===== config.mk =====
export PLATFORM = sky130hd
export DESIGN_NAME = player_ctrl
export DESIGN_NICKNAME = d
export VERILOG_FILES = /design/src/rtl/player_ctrl.sv
export SDC_FILE = /design/constraint.sdc
export NUM_CORES = 1
export LEC_CHECK = 0
export BUFFER_PORTS_ARGS = -buffer_cell sky130_fd_sc_hd__buf_2
export CELL_PAD_IN_SITES_DETAIL_PLACEMENT = 0
export CELL_PAD_IN_SITES_GLOBAL_PLACEMENT = 1
export CORE_ASPECT_RATIO = 1.2
export CORE_UTILIZATION = 43
export DETAILED_ROUTE_END_ITERATION = 12
export GPL_TIMING_DRIVEN = 0
export PLACE_DENSITY_LB_ADDON = 0.1
export SETUP_SLACK_MARGIN = 0.05
export SLEW_MARGIN = 15
export SYNTH_ARGS = -nofsm -noshare
export SYNTH_HDL_FRONTEND = slang
export SYNTH_SLANG_ARGS = --single-unit

===== constraint.sdc =====
create_clock -name clk_i -period 5 [get_ports clk_i]
set_input_delay 0.5 -clock clk_i [delete_from_list [all_inputs] [get_ports clk_i]]
set_output_delay 0.5 -clock clk_i [all_outputs]
set_load 0.1 [all_outputs]

===== src/rtl/player_ctrl.sv =====
// Player-ship controller: position, lives, level, pause/death/win sequencing, fire requests.
// Optional macro PLAYER_FLASH_EN: blink the ship while in HIT.
//
// Ports:
//   clk_i, reset_i (sync, active high), frame_i (per-frame pulse)
//   move_left_i, move_right_i, shoot_i (button levels)
//   hit_i, level_clear_i (event pulses), bullet_ready_i (bullet engine free)
//   fire_o (1-cycle shot request), pos_left_o/pos_right_o (ship x span)
//   lives_o, level_o, alive_o, paused_o, game_won_o, visible_o, color_o
//   state_o (one-hot state for debug)
module player_ctrl #(
    parameter int          pos_width_p    = 10,
    parameter int          screen_width_p = 640,
    parameter int          ship_width_p   = 32,
    parameter int          step_p         = 2,
    parameter int          start_lives_p  = 2,
    parameter int          max_lives_p    = 3,
    parameter int          num_levels_p   = 8,
    parameter logic [11:0] color_p        = 12'b0110_0000_0101
) (
    input  logic                                 clk_i,
    input  logic                                 reset_i,
    input  logic                                 frame_i,
    input  logic                                 move_left_i,
    input  logic                                 move_right_i,
    input  logic                                 shoot_i,
    input  logic                                 hit_i,
    input  logic                                 level_clear_i,
    input  logic                                 bullet_ready_i,
    output logic                                 fire_o,
    output logic [pos_width_p-1:0]               pos_left_o,
    output logic [pos_width_p-1:0]               pos_right_o,
    output logic [$clog2(max_lives_p+1)-1:0]     lives_o,
    output logic [$clog2(num_levels_p+1)-1:0]    level_o,
    output logic                                 alive_o,
    output logic                                 paused_o,
    output logic                                 game_won_o,
    output logic                                 visible_o,
    output logic [11:0]                          color_o,
    output logic [4:0]                           state_o
);

    localparam int LW = $clog2(max_lives_p + 1);
    localparam int VW = $clog2(num_levels_p + 1);
    localparam int PW = pos_width_p;

    localparam logic [PW:0]   MAX_POS   = (PW+1)'(screen_width_p - ship_width_p);
    localparam logic [PW:0]   STEP      = (PW+1)'(step_p);
    localparam logic [PW-1:0] RIGHT_OFF = PW'(ship_width_p - 1);
    localparam logic [PW-1:0] CENTER    = PW'((screen_width_p - ship_width_p) / 2);
    localparam logic [PW-1:0] CENTER_R  = PW'((screen_width_p - ship_width_p) / 2
                                              + ship_width_p - 1);

    localparam logic [LW-1:0] START_LIVES = LW'(start_lives_p);
    localparam logic [LW-1:0] MAX_LIVES   = LW'(max_lives_p);
    localparam logic [LW-1:0] LIVES_ONE   = LW'(1);
    localparam logic [VW-1:0] LAST_LEVEL  = VW'(num_levels_p);
    localparam logic [VW-1:0] LEVEL_ONE   = VW'(1);

`ifdef PLAYER_FLASH_EN
    localparam logic HIT_VIS = 1'b0;
`else
    localparam logic HIT_VIS = 1'b1;
`endif

    typedef enum logic [4:0] {
        S_PLAY       = 5'b00001,
        S_HIT        = 5'b00010,
        S_DEAD       = 5'b00100,
        S_LEVEL_DONE = 5'b01000,
        S_WON        = 5'b10000
    } state_t;

    state_t          r_state;
    logic [PW-1:0]   r_pos;
    logic [PW-1:0]   r_pos_right;
    logic [LW-1:0]   r_lives;
    logic [VW-1:0]   r_level;
    logic            r_fire;
    logic            r_alive;
    logic            r_paused;
    logic            r_won;
    logic            r_visible;
    logic            r_shoot_prev;
`ifdef PLAYER_FLASH_EN
    logic [2:0]      r_flash_cnt;
`endif

    logic            w_shoot_edge;
    logic            w_left_only;
    logic            w_right_only;
    logic [PW:0]     w_pos_ext;
    logic [PW:0]     w_pos_sum;
    logic [PW:0]     w_pos_nxt;

    assign w_shoot_edge = shoot_i & ~r_shoot_prev;
    assign w_left_only  = move_left_i & ~move_right_i;
    assign w_right_only = move_right_i & ~move_left_i;
    assign w_pos_ext    = {1'b0, r_pos};
    assign w_pos_sum    = w_pos_ext + STEP;

    // Saturating move in one extra bit so neither edge can wrap.
    always_comb begin
        w_pos_nxt = w_pos_ext;
        if (frame_i && w_left_only) begin
            w_pos_nxt = (w_pos_ext >= STEP) ? (w_pos_ext - STEP) : '0;
        end else if (frame_i && w_right_only) begin
            w_pos_nxt = (w_pos_sum > MAX_POS) ? MAX_POS : w_pos_sum;
        end
    end

    always_ff @(posedge clk_i) begin
        if (reset_i) begin
            r_state      <= S_PLAY;
            r_pos        <= CENTER;
            r_pos_right  <= CENTER_R;
            r_lives      <= START_LIVES;
            r_level      <= LEVEL_ONE;
            r_fire       <= 1'b0;
            r_alive      <= 1'b1;
            r_paused     <= 1'b0;
            r_won        <= 1'b0;
            r_visible    <= 1'b1;
            r_shoot_prev <= 1'b1;
`ifdef PLAYER_FLASH_EN
            r_flash_cnt  <= '0;
`endif
        end else begin
            r_shoot_prev <= shoot_i;
            r_fire       <= 1'b0;
            unique case (r_state)
                S_PLAY: begin
                    r_pos       <= w_pos_nxt[PW-1:0];
                    r_pos_right <= w_pos_nxt[PW-1:0] + RIGHT_OFF;
                    r_fire      <= w_shoot_edge & bullet_ready_i;
                    // hit wins over a simultaneous level clear
                    if (hit_i) begin
                        if (r_lives > LIVES_ONE) begin
                            r_lives   <= r_lives - LIVES_ONE;
                            r_state   <= S_HIT;
                            r_paused  <= 1'b1;
                            r_visible <= HIT_VIS;
`ifdef PLAYER_FLASH_EN
                            r_flash_cnt <= '0;
`endif
                        end else begin
                            r_lives   <= '0;
                            r_state   <= S_DEAD;
                            r_alive   <= 1'b0;
                            r_visible <= 1'b0;
                        end
                    end else if (level_clear_i) begin
                        if (r_level == LAST_LEVEL) begin
                            r_state <= S_WON;
                            r_won   <= 1'b1;
                        end else begin
                            r_state  <= S_LEVEL_DONE;
                            r_paused <= 1'b1;
                            // bonus life after clearing an even level
                            if (!r_level[0] && r_lives < MAX_LIVES) begin
                                r_lives <= r_lives + LIVES_ONE;
                            end
                        end
                    end
                end
                S_HIT: begin
                    if (w_shoot_edge) begin
                        r_pos       <= CENTER;
                        r_pos_right <= CENTER_R;
                        r_state     <= S_PLAY;
                        r_paused    <= 1'b0;
                        r_visible   <= 1'b1;
`ifdef PLAYER_FLASH_EN
                    end else if (frame_i) begin
                        r_flash_cnt <= r_flash_cnt + 3'd1;
                        if (r_flash_cnt == 3'd7) begin
                            r_visible <= ~r_visible;
                        end
`endif
                    end
                end
                S_LEVEL_DONE: begin
                    if (w_shoot_edge) begin
                        r_level     <= r_level + LEVEL_ONE;
                        r_pos       <= CENTER;
                        r_pos_right <= CENTER_R;
                        r_state     <= S_PLAY;
                        r_paused    <= 1'b0;
                    end
                end
                S_DEAD: begin
                    if (w_shoot_edge) begin
                        r_lives     <= START_LIVES;
                        r_level     <= LEVEL_ONE;
                        r_pos       <= CENTER;
                        r_pos_right <= CENTER_R;
                        r_state     <= S_PLAY;
                        r_alive     <= 1'b1;
                        r_visible   <= 1'b1;
                    end
                end
                S_WON: begin
                end
                default: begin
                    r_state <= S_PLAY;
                end
            endcase
        end
    end

    assign fire_o      = r_fire;
    assign pos_left_o  = r_pos;
    assign pos_right_o = r_pos_right;
    assign lives_o     = r_lives;
    assign level_o     = r_level;
    assign alive_o     = r_alive;
    assign paused_o    = r_paused;
    assign game_won_o  = r_won;
    assign visible_o   = r_visible;
    assign color_o     = color_p;
    assign state_o     = r_state;

endmodule


== Yosys cells after proc, flatten, opt, wreduce, memory -nomap -nowiden ==
Cells that the tools add are included.

* Word-level logic and storage cells: 106
* Register bits after elaboration: 37

* Add/subtract/negate cells: 6
* Equal/unequal tests: 17
* Reductions and logical operators: 21
* Muxes and demuxes: 37
* Bitwise operators: 10
* Order comparisons: 4

{| class="wikitable"
|+ Operator list
! operator !! count
|-
| two-way mux 10 bit || 6
|-
| case mux 10 bit (2 select lines) || 2
|-
| two-way mux 5 bit || 4
|-
| case mux 5 bit (3 select lines) || 1
|-
| two-way mux 2 bit || 6
|-
| != test 3 bit (second input constant) || 4
|-
| adder 10 x 2 -> 11 bit (second input constant) || 1
|-
| > comparator 11 x 10 -> 1 bit (second input constant) || 1
|-
| adder 10 x 5 -> 10 bit (second input constant) || 1
|-
| greater-or-equal comparator 10 x 2 -> 1 bit (second input constant) || 1
|-
| two-way mux 1 bit || 10
|-
| AND reduction 5 bit || 2
|-
| nonzero test 2 bit || 5
|-
| subtractor 10 x 2 -> 10 bit (second input constant) || 1
|-
| AND reduction 3 bit || 3
|-
| two-way mux 4 bit || 2
|-
| != test 2 bit (second input constant) || 4
|-
| case mux 4 bit (2 select lines) || 1
|-
| AND reduction 4 bit || 2
|-
| != test 2 x 1 -> 1 bit (second input constant) || 3
|-
| inverter 1 bit || 6
|-
| case mux 1 bit (2 select lines) || 3
|-
| OR reduction 2 bit || 3
|-
| equality test 5 x 1 -> 1 bit (second input constant) || 1
|-
| 17 further kinds || 22
|}

== Depth between registers and ports, before layout ==
Gate-level depths: netlist (run 1).

* Depth after elaboration: 7
* Mapped depth: 15

== Worst setup path after synthesis (run 1) ==
Ideal clock, no wire load.

* Path kind: reg-to-reg
* Start: register r_pos[1], in the netlist pos_left_o[1]
* End: register r_pos_right[4], in the netlist pos_right_o[4]
* Buffers on the path: 2
* Slack: 1.203 ns
* Stages on the path, launching flop included: 16
* Clock period less this slack: 3.797 ns
* Library setup time: 0.118 ns
* Data arrival time: 3.680 ns
* Path through: dfxtp_1 > buf_2 > inv_1 > ha_1 > nor4bb_1 > o21ai_1 > o2111ai_1 > o22ai_1 > buf_2 > o31ai_2 > inv_1 > ha_1 > inv_1 > nor2_1 > xor2_1 > a22o_1

* Cells in the longest elaborated chain, start to end: 7

{| class="wikitable"
|+ Ends and longest elaborated chain
! item !! line !! text
|-
| from (decl) || 75 || <nowiki>logic [PW-1:0] r_pos;</nowiki>
|-
| from (signal assigned) || 133 || <nowiki>r_pos <= w_pos_nxt[PW-1:0];</nowiki>
|-
| adder 10 x 2 -> 11 bit || 100 || <nowiki>assign w_pos_sum = w_pos_ext + STEP;</nowiki>
|-
| > comparator 11 x 10 -> 1 bit || 108 || <nowiki>w_pos_nxt = (w_pos_sum > MAX_POS) ? MAX_POS : w_pos_sum;</nowiki>
|-
| two-way mux 10 bit || 108 ||
|-
| two-way mux 10 bit || 107 || <nowiki>end else if (frame_i && w_right_only) begin</nowiki>
|-
| two-way mux 10 bit * || 105 || <nowiki>if (frame_i && w_left_only) begin</nowiki>
|-
| adder 10 x 5 -> 10 bit * || 134 || <nowiki>r_pos_right <= w_pos_nxt[PW-1:0] + RIGHT_OFF;</nowiki>
|-
| case mux 10 bit (2 select lines) * || 131 || <nowiki>unique case (r_state)</nowiki>
|-
| to (signal assigned) || 134 ||
|-
| to (decl) || 76 || <nowiki>logic [PW-1:0] r_pos_right;</nowiki>
|}

Every way passes the cells marked *; elsewhere a longest branch is shown, timed or not.
A chain may end at the register's enable or synchronous reset.

== Final worst setup path (run 1) ==
* Start: register r_pos[1], in the netlist pos_left_o[1]
* End: register r_pos_right[6], in the netlist pos_right_o[6]

Same word-level chain as after synthesis.

==> metrics, run 1 <==
status=finished clean; area delta synth->final=16.1%; Ports=57; DR iter-0 viols=164; chip width=approximately 75 um; combinational share of power=a little under half; H-tree level count=2; Async S/R FF share, synth=0%; sequential share of power=about a third; pre-CTS setup slack=1.43 ns; number of port buffers=43; root buf cell=clkbuf_8; Critical Path Start Type=flop; Final Hold Fails=0; Synth Instances=348; Hold Crit Class=in -> reg; Crit Path Max Fanout=10; Final Skew=approximately 0.0065 ns; Worst R2R End=pos_right_o[6]; die area=6660 sq um; RSZ-0062 raised after global routing=no; setup_tns=0 ns; Die H=89.2 um; Antenna Nets Post-Route=0; Pre-antenna DRT Iters=4; switching power=479 uW; Slew HR=45.6%; Seq/Total Area, Yosys=between 20% and 30%; post-CTS sizing=0; drt drc=0; Clk pwr share=20.7%; total power=991 uW; top post-synthesis cells by area=dfxtp_1, nor2_1, ha_1; Leak=1.25 nW; detailed placer's ending HPWL=5770 um; reg2reg start=pos_left_o[1]; # clock sinks=37; total setup buffers inserted after CTS=0; Setup violations, final=0; row count=31; area of the mapped netlist=2730 sq um; Post-synth EDFFs=0; CTS Buf Count=5; routability-driven placement congestion ratio=0.898; hold path start=shoot_i; overall routing resource usage=24.5%; Post-Layout Cell Count=between 400 and 500; cell count after placement=483; pwr/cell area=313 nW/um^2; WHS Path Cells=2; worst slew pin tran=0.811 ns; Initial Util=between 40 and 50%; vias in the first global route=2494; final net count=426; multi-input logic area=around 1800 sq um; synth warn=0; DR vias/cell=roughly 5.5; WP data required=a little over 5 ns; antenna violations before repair=0; grt ovf=0; drt wl/cell=approximately 15 um; fin crit period=3.61 ns; latest clock arrival within the worst-skew pair=0.29 ns; Placed Area=3080 sq um; period utilization=72.2%; setup slack, reg-to-reg=around 1.4 ns; Max Cap Viol=0; setup slack after layout=between 1 and 1.5 ns; top-count cell post-synth=dfxtp_1; Pins Over Slew Limit=0; Reg clk slew, reported paths=0.07 ns; via count=2707; synth cell count leaders=dfxtp_1, nor2_1, a21oi_1; worst-case clock buffer depth=2; final design instance area without fill=3160 sq um; CP arrival=3.78 ns; critical path type=reg -> reg; final wirelength=7540 um; top cell type by total area after synthesis=dfxtp_1; Sequential Area=741 sq um; Crit. End Element=flop; Antenna Cells=0; share of cells above drive strength 1=roughly a fifth; Main synth FF type=dfxtp_1; Sw Ratio=48.4%; CTS Hold Buffers Added=0; fmax=0.277 GHz; post-synth top area share=roughly 27%; global-route wire length before repair=between 10000 and 15000 um; Avg Inst Size Synth=7.83 sq um; CTS tree=done; Worst Hold End=r_shoot_prev; largest net degree at the start of global routing=12; core area=6090 sq um; P_int=512 uW; Yosys reg bits=37; number of fill cells=642; post-synth cell types=63; reg2reg path depth=15; VDD IR max=0.211 mV
[metal layers]
layer / routed length (um) / GRT usage (%)
met1: 3220 / 28.9
met3: 332 / 3.61
met5: 0 / 0
met2: 3750 / 42.5
met4: 235 / 13.0
[through the flow]
| stage | utilization, % | hold WS, ns |
|---|---|---|
| 2_1_floorplan | - | 0.574 |
| 3_5_place_dp | 50.6 | 0.440 |
| 5_1_grt | 52.0 | 0.427 |
| 4_1_cts | 52.0 | 0.418 |
| 3_3_place_gp | 50.6 | 0.432 |
| 6_report | 52.0 | 0.422 |
[area by class of cell]
type                       instances  area share, %
multi-input combinational        270           55.9
sequential                        37           23.4
timing repair buffer              43           6.80
buffer                            36           6.29
tap                               82           3.24
clock buffer                       6           2.29
inverter                          15           1.78
clock inverter                     2          0.316
[worst max-delay path, stage by stage, from the launching register on]
cell and delay, ns:
dfxtp_1 0.39, buf_2 0.23, inv_1 0.07, ha_1 0.38
nor4bb_1 0.32, o21ai_1 0.10, o2111ai_1 0.12, o22ai_1 0.13
buf_2 0.22, o31ai_2 0.64, inv_1 0.11, ha_1 0.22
inv_1 0.11, o31ai_1 0.10, xor2_1 0.25, a2bb2oi_1 0.09
[power groups by stage]
| stage | Sequential (mW) | Combinational, mW | Clock [mW] |
|---|---|---|---|
| 3_3_place_gp | 0.343 | 0.448 | 0 |
| 5_1_grt | 0.340 | 0.480 | 0.225 |
| 4_1_cts | 0.337 | 0.451 | 0.211 |
| 3_5_place_dp | 0.343 | 0.449 | 0 |
| 6_report | 0.337 | 0.449 | 0.205 |
| 2_1_floorplan | 0.494 | 0.218 | 0 |
[logic make-up (layout without fill, tap and decap cells)]
| logic type | Yosys count | count (layout) | synth area share [%] |
|---|---|---|---|
| xor gates and xnor gates | 14 | 14 | 4.50 |
| and+or+nand+nor | 134 | 134 | 27.9 |
| muxes | 2 | 2 | 0.734 |
| adders and majority gates | 9 | 9 | 4.13 |
| AOI/OAI and AO/OA | 99 | 99 | 25.9 |
| buffers and inverters | 51 | 102 | 9.36 |
| other | 2 | 12 | 0.275 |
| DFF | 37 | 37 | 27.2 |
[layout by cell type (no fill, tap or decap), types with 4 or more instances in the layout]
cell and n:
nand3_1 8, clkbuf_8 5, buf_4 12, dfxtp_1 37, and3_1 5, nand2b_1 11, buf_2 46, clkbuf_1 18
conb_1 12, or4_1 5, nand2_1 21, o22ai_1 5, a22oi_1 7, o21ai_1 5, nor2_1 32, o31ai_1 4
nor3_1 15, nor2b_1 5, and2_1 5, o21ai_0 21, a21oi_1 22, xor2_1 6, xnor2_1 8, inv_1 15
ha_1 9
[worst max-delay path by stage]
stage,end,depth (start not counted),start
3_5_place_dp,pos_right_o[4],15,pos_left_o[1]
3_3_place_gp,pos_right_o[4],15,pos_left_o[1]
6_report,pos_right_o[6],15,pos_left_o[1]
5_1_grt,pos_right_o[6],15,pos_left_o[1]
4_1_cts,pos_right_o[4],15,pos_left_o[1]
2_1_floorplan,pos_right_o[4],15,pos_left_o[1]
[state kept, by name, indices dropped and copies added, names as in the netlist, 2 cells and up]
signal       count
pos_left_o      10
lives_o          2
level_o          4
pos_right_o     10
state_o          5
Note: power is estimated with default switching activity, not from simulation.
==> run 2, diff against run 1 <==
Settings changed: CORE_UTILIZATION 43 to 36.
Clock period 5 ns to 3.3 ns, I/O delays scaled along.
==> run 2 against run 1 <==
  * Sequential share of layout area decreased by 0.48 points
  * Via count increased by 2.5%
  * Setup slack got worse by 1.2 ns
  * Combinational power increased by 55%
  * Non-clock buffer count increased by 2
  * Design area increased by 3.8%
  * Die area increased by 19%
  * Critical path type unchanged
  * Critical endpoint is now pos_right_o[8]
==> metrics, run 2 (same netlist as run 1, synthesis figures left out) <==
status=finished clean; drt wl/cell=16.0 um (+4.3%); worst slew pin tran=0.810 ns (-0.00133 ns); overall routing resource usage=21.3% (-3.2 points); Sequential Area=753 sq um (+1.7%); Die H=97.3 um (+9.1%); global-route wire length before repair=13200 um (+7.4%); CP max stage cell=or4_4; CTS Hold Buffers Added=0 (unchanged); Antenna Cells=0 (unchanged); routability-driven placement congestion ratio=0.868 (-3.4%); crit-path cells=clkbuf_1 -> or4_4 -> buf_6 -> or4_4 -> o21ai_2 -> a21oi_4 -> inv_1 -> ha_1 -> inv_1 -> o311ai_1 -> xor2_1 -> a2bb2oi_1; sequential share of power=31.5% (-2.5 points); Worst Hold Slack=0.261 ns (-0.161 ns); CTS tree=done; fmax=0.325 GHz (+18%); number of port buffers=43 (unchanged); Crit. End Element=flop; chip width=81.4 um (+9.0%); share of cells above drive strength 1=22.6% (+3.3 points); grt ovf=0 (unchanged); final net count=428 (+0.47%); Leak=1.28 nW (+2.2%); Crit Path Max Fanout=9 (-1); Final Util=45.2% (-6.8 points); DR vias/cell=5.54 (+0.50%); Sw Ratio=45.5% (-2.9 points); Ports=57 (unchanged); largest net degree at the start of global routing=12 (unchanged); CP peak stage delay=0.52 ns (-0.12 ns); Setup violations, final=0 (unchanged); DR iter-0 viols=178 (+8.5%); Antenna Nets Post-Route=0 (unchanged); drt drc=0 (unchanged); most common cell after layout, fill and taps aside=buf_2; crit-path leading delay family=simple AND/OR/NAND/NOR gates; total power=1.62 mW (+63%); Slew HR=45.7% (+0.089 points); antenna violations before repair=0 (unchanged); Pins Over Slew Limit=0 (unchanged); Buffers & Inverters on Critical Path=4 (-1); vias in the first global route=2679 (+7.4%); most frequent cells in the layout=buf_2, nor2_1, dfxtp_1; Pre-antenna DRT Iters=5 (+1); Final Hold Fails=0 (unchanged); Critical Path Start Type=flop; worst-case clock buffer depth=2 (unchanged); # clock sinks=37 (unchanged); period utilization=93.1% (+21 points); VDD IR max=0.270 mV (+28%); switching power=737 uW (+54%); multi-input logic area=1810 sq um (+2.5%); H-tree level count=2 (unchanged); number of fill cells=776 (+21%); combinational share of power=43.1% (-2.2 points); WP data required=3.46 ns (-1.71 ns); Max Cap Viol=0 (unchanged); latest clock arrival within the worst-skew pair=0.29 ns (about the same); CTS Buf Count=5 (unchanged); root buf cell=clkbuf_8; Clk pwr share=25.4% (+4.7 points); Reg clk slew, reported paths=0.07 ns (about the same); RSZ-0062 raised after global routing=no; fin crit period=3.07 ns (-0.538 ns); detailed placer's ending HPWL=5980 um (+3.7%); CP Depth=12 (-3); Initial Util=37.5% (-7.3 points); core area=7270 sq um (+19%); final wirelength=8020 um (+6.4%); CP arrival=3.23 ns (-0.55 ns); reg2reg path depth=12 (-3); pwr/cell area=493 nW/um^2 (+57%); via count=2776 (+2.5%); critical path type=reg -> reg; Final Skew=0.00221 ns (-0.00434 ns); WHS Path Cells=2 (unchanged); P_int=883 uW (+73%); die area=7930 sq um (+19%); Hold Crit Class=in -> reg; row count=34 (+9.7%); area delta synth->final=20.5%
run 2: per-layer routing:
| metal | part of all wire (%) | GRT usage [%] |
|---|---|---|
| met1 | 41 | 25.7 |
| met2 | 50 | 37.2 |
| met3 | 5.6 | 2.44 |
| met4 | 2.7 | 8.52 |
| met5 | 0 | 0 |
run 2: cell type report:
class / count / share of cell area [%]
Buffer: 36 / 6.21
Clock inverter: 1 / 0.914
Inverter: 15 / 1.71
Multi-Input combinational cell: 270 / 55.2
Tap cell: 90 / 3.43
Timing Repair Buffer: 45 / 7.01
Clock buffer: 7 / 2.63
Sequential cell: 37 / 22.9
run 2: path summary, 6_finish.rpt:
path	startpoint	endpoint	slack, ns
worst max-delay path	pos_left_o[4]	pos_right_o[8]	0.23
worst min-delay path	shoot_i	r_shoot_prev	0.26
worst max register to register	pos_left_o[4]	pos_right_o[8]	0.23
worst min register to register	game_won_o	game_won_o	0.45
run 2: what timing repair did:
action	4_1_cts	5_1_grt
resized for setup	3	9
setup endpoints to repair	5	7
setup buffers	1	1
pin swaps	1	2
run 2: power by group through the flow:
| stage | Sequential (mW) | Clock [mW] | Combinational (mW) |
|---|---|---|---|
| 6_report | 0.511 | 0.411 | 0.698 |
| 3_3_place_gp | 0.520 | 0 | 0.685 |
| 4_1_cts | 0.511 | 0.420 | 0.695 |
| 5_1_grt | 0.517 | 0.435 | 0.741 |
| 3_5_place_dp | 0.521 | 0 | 0.686 |
| 2_1_floorplan | 0.750 | 0 | 0.330 |
run 2: stage by stage:
step | instances | instance area, sq um | setup TNS (ns) | setup slack (ns)
3_5_place_dp | 491 | 3100 | -0.737 | -0.238
6_report | 501 | 3290 | 0 | 0.227
5_1_grt | 501 | 3290 | 0 | 0.0318
3_3_place_gp | 491 | 3100 | -0.674 | -0.220
2_1_floorplan | 358 | 2780 | 0 | 0.0401
4_1_cts | 500 | 3250 | 0 | 0.0922
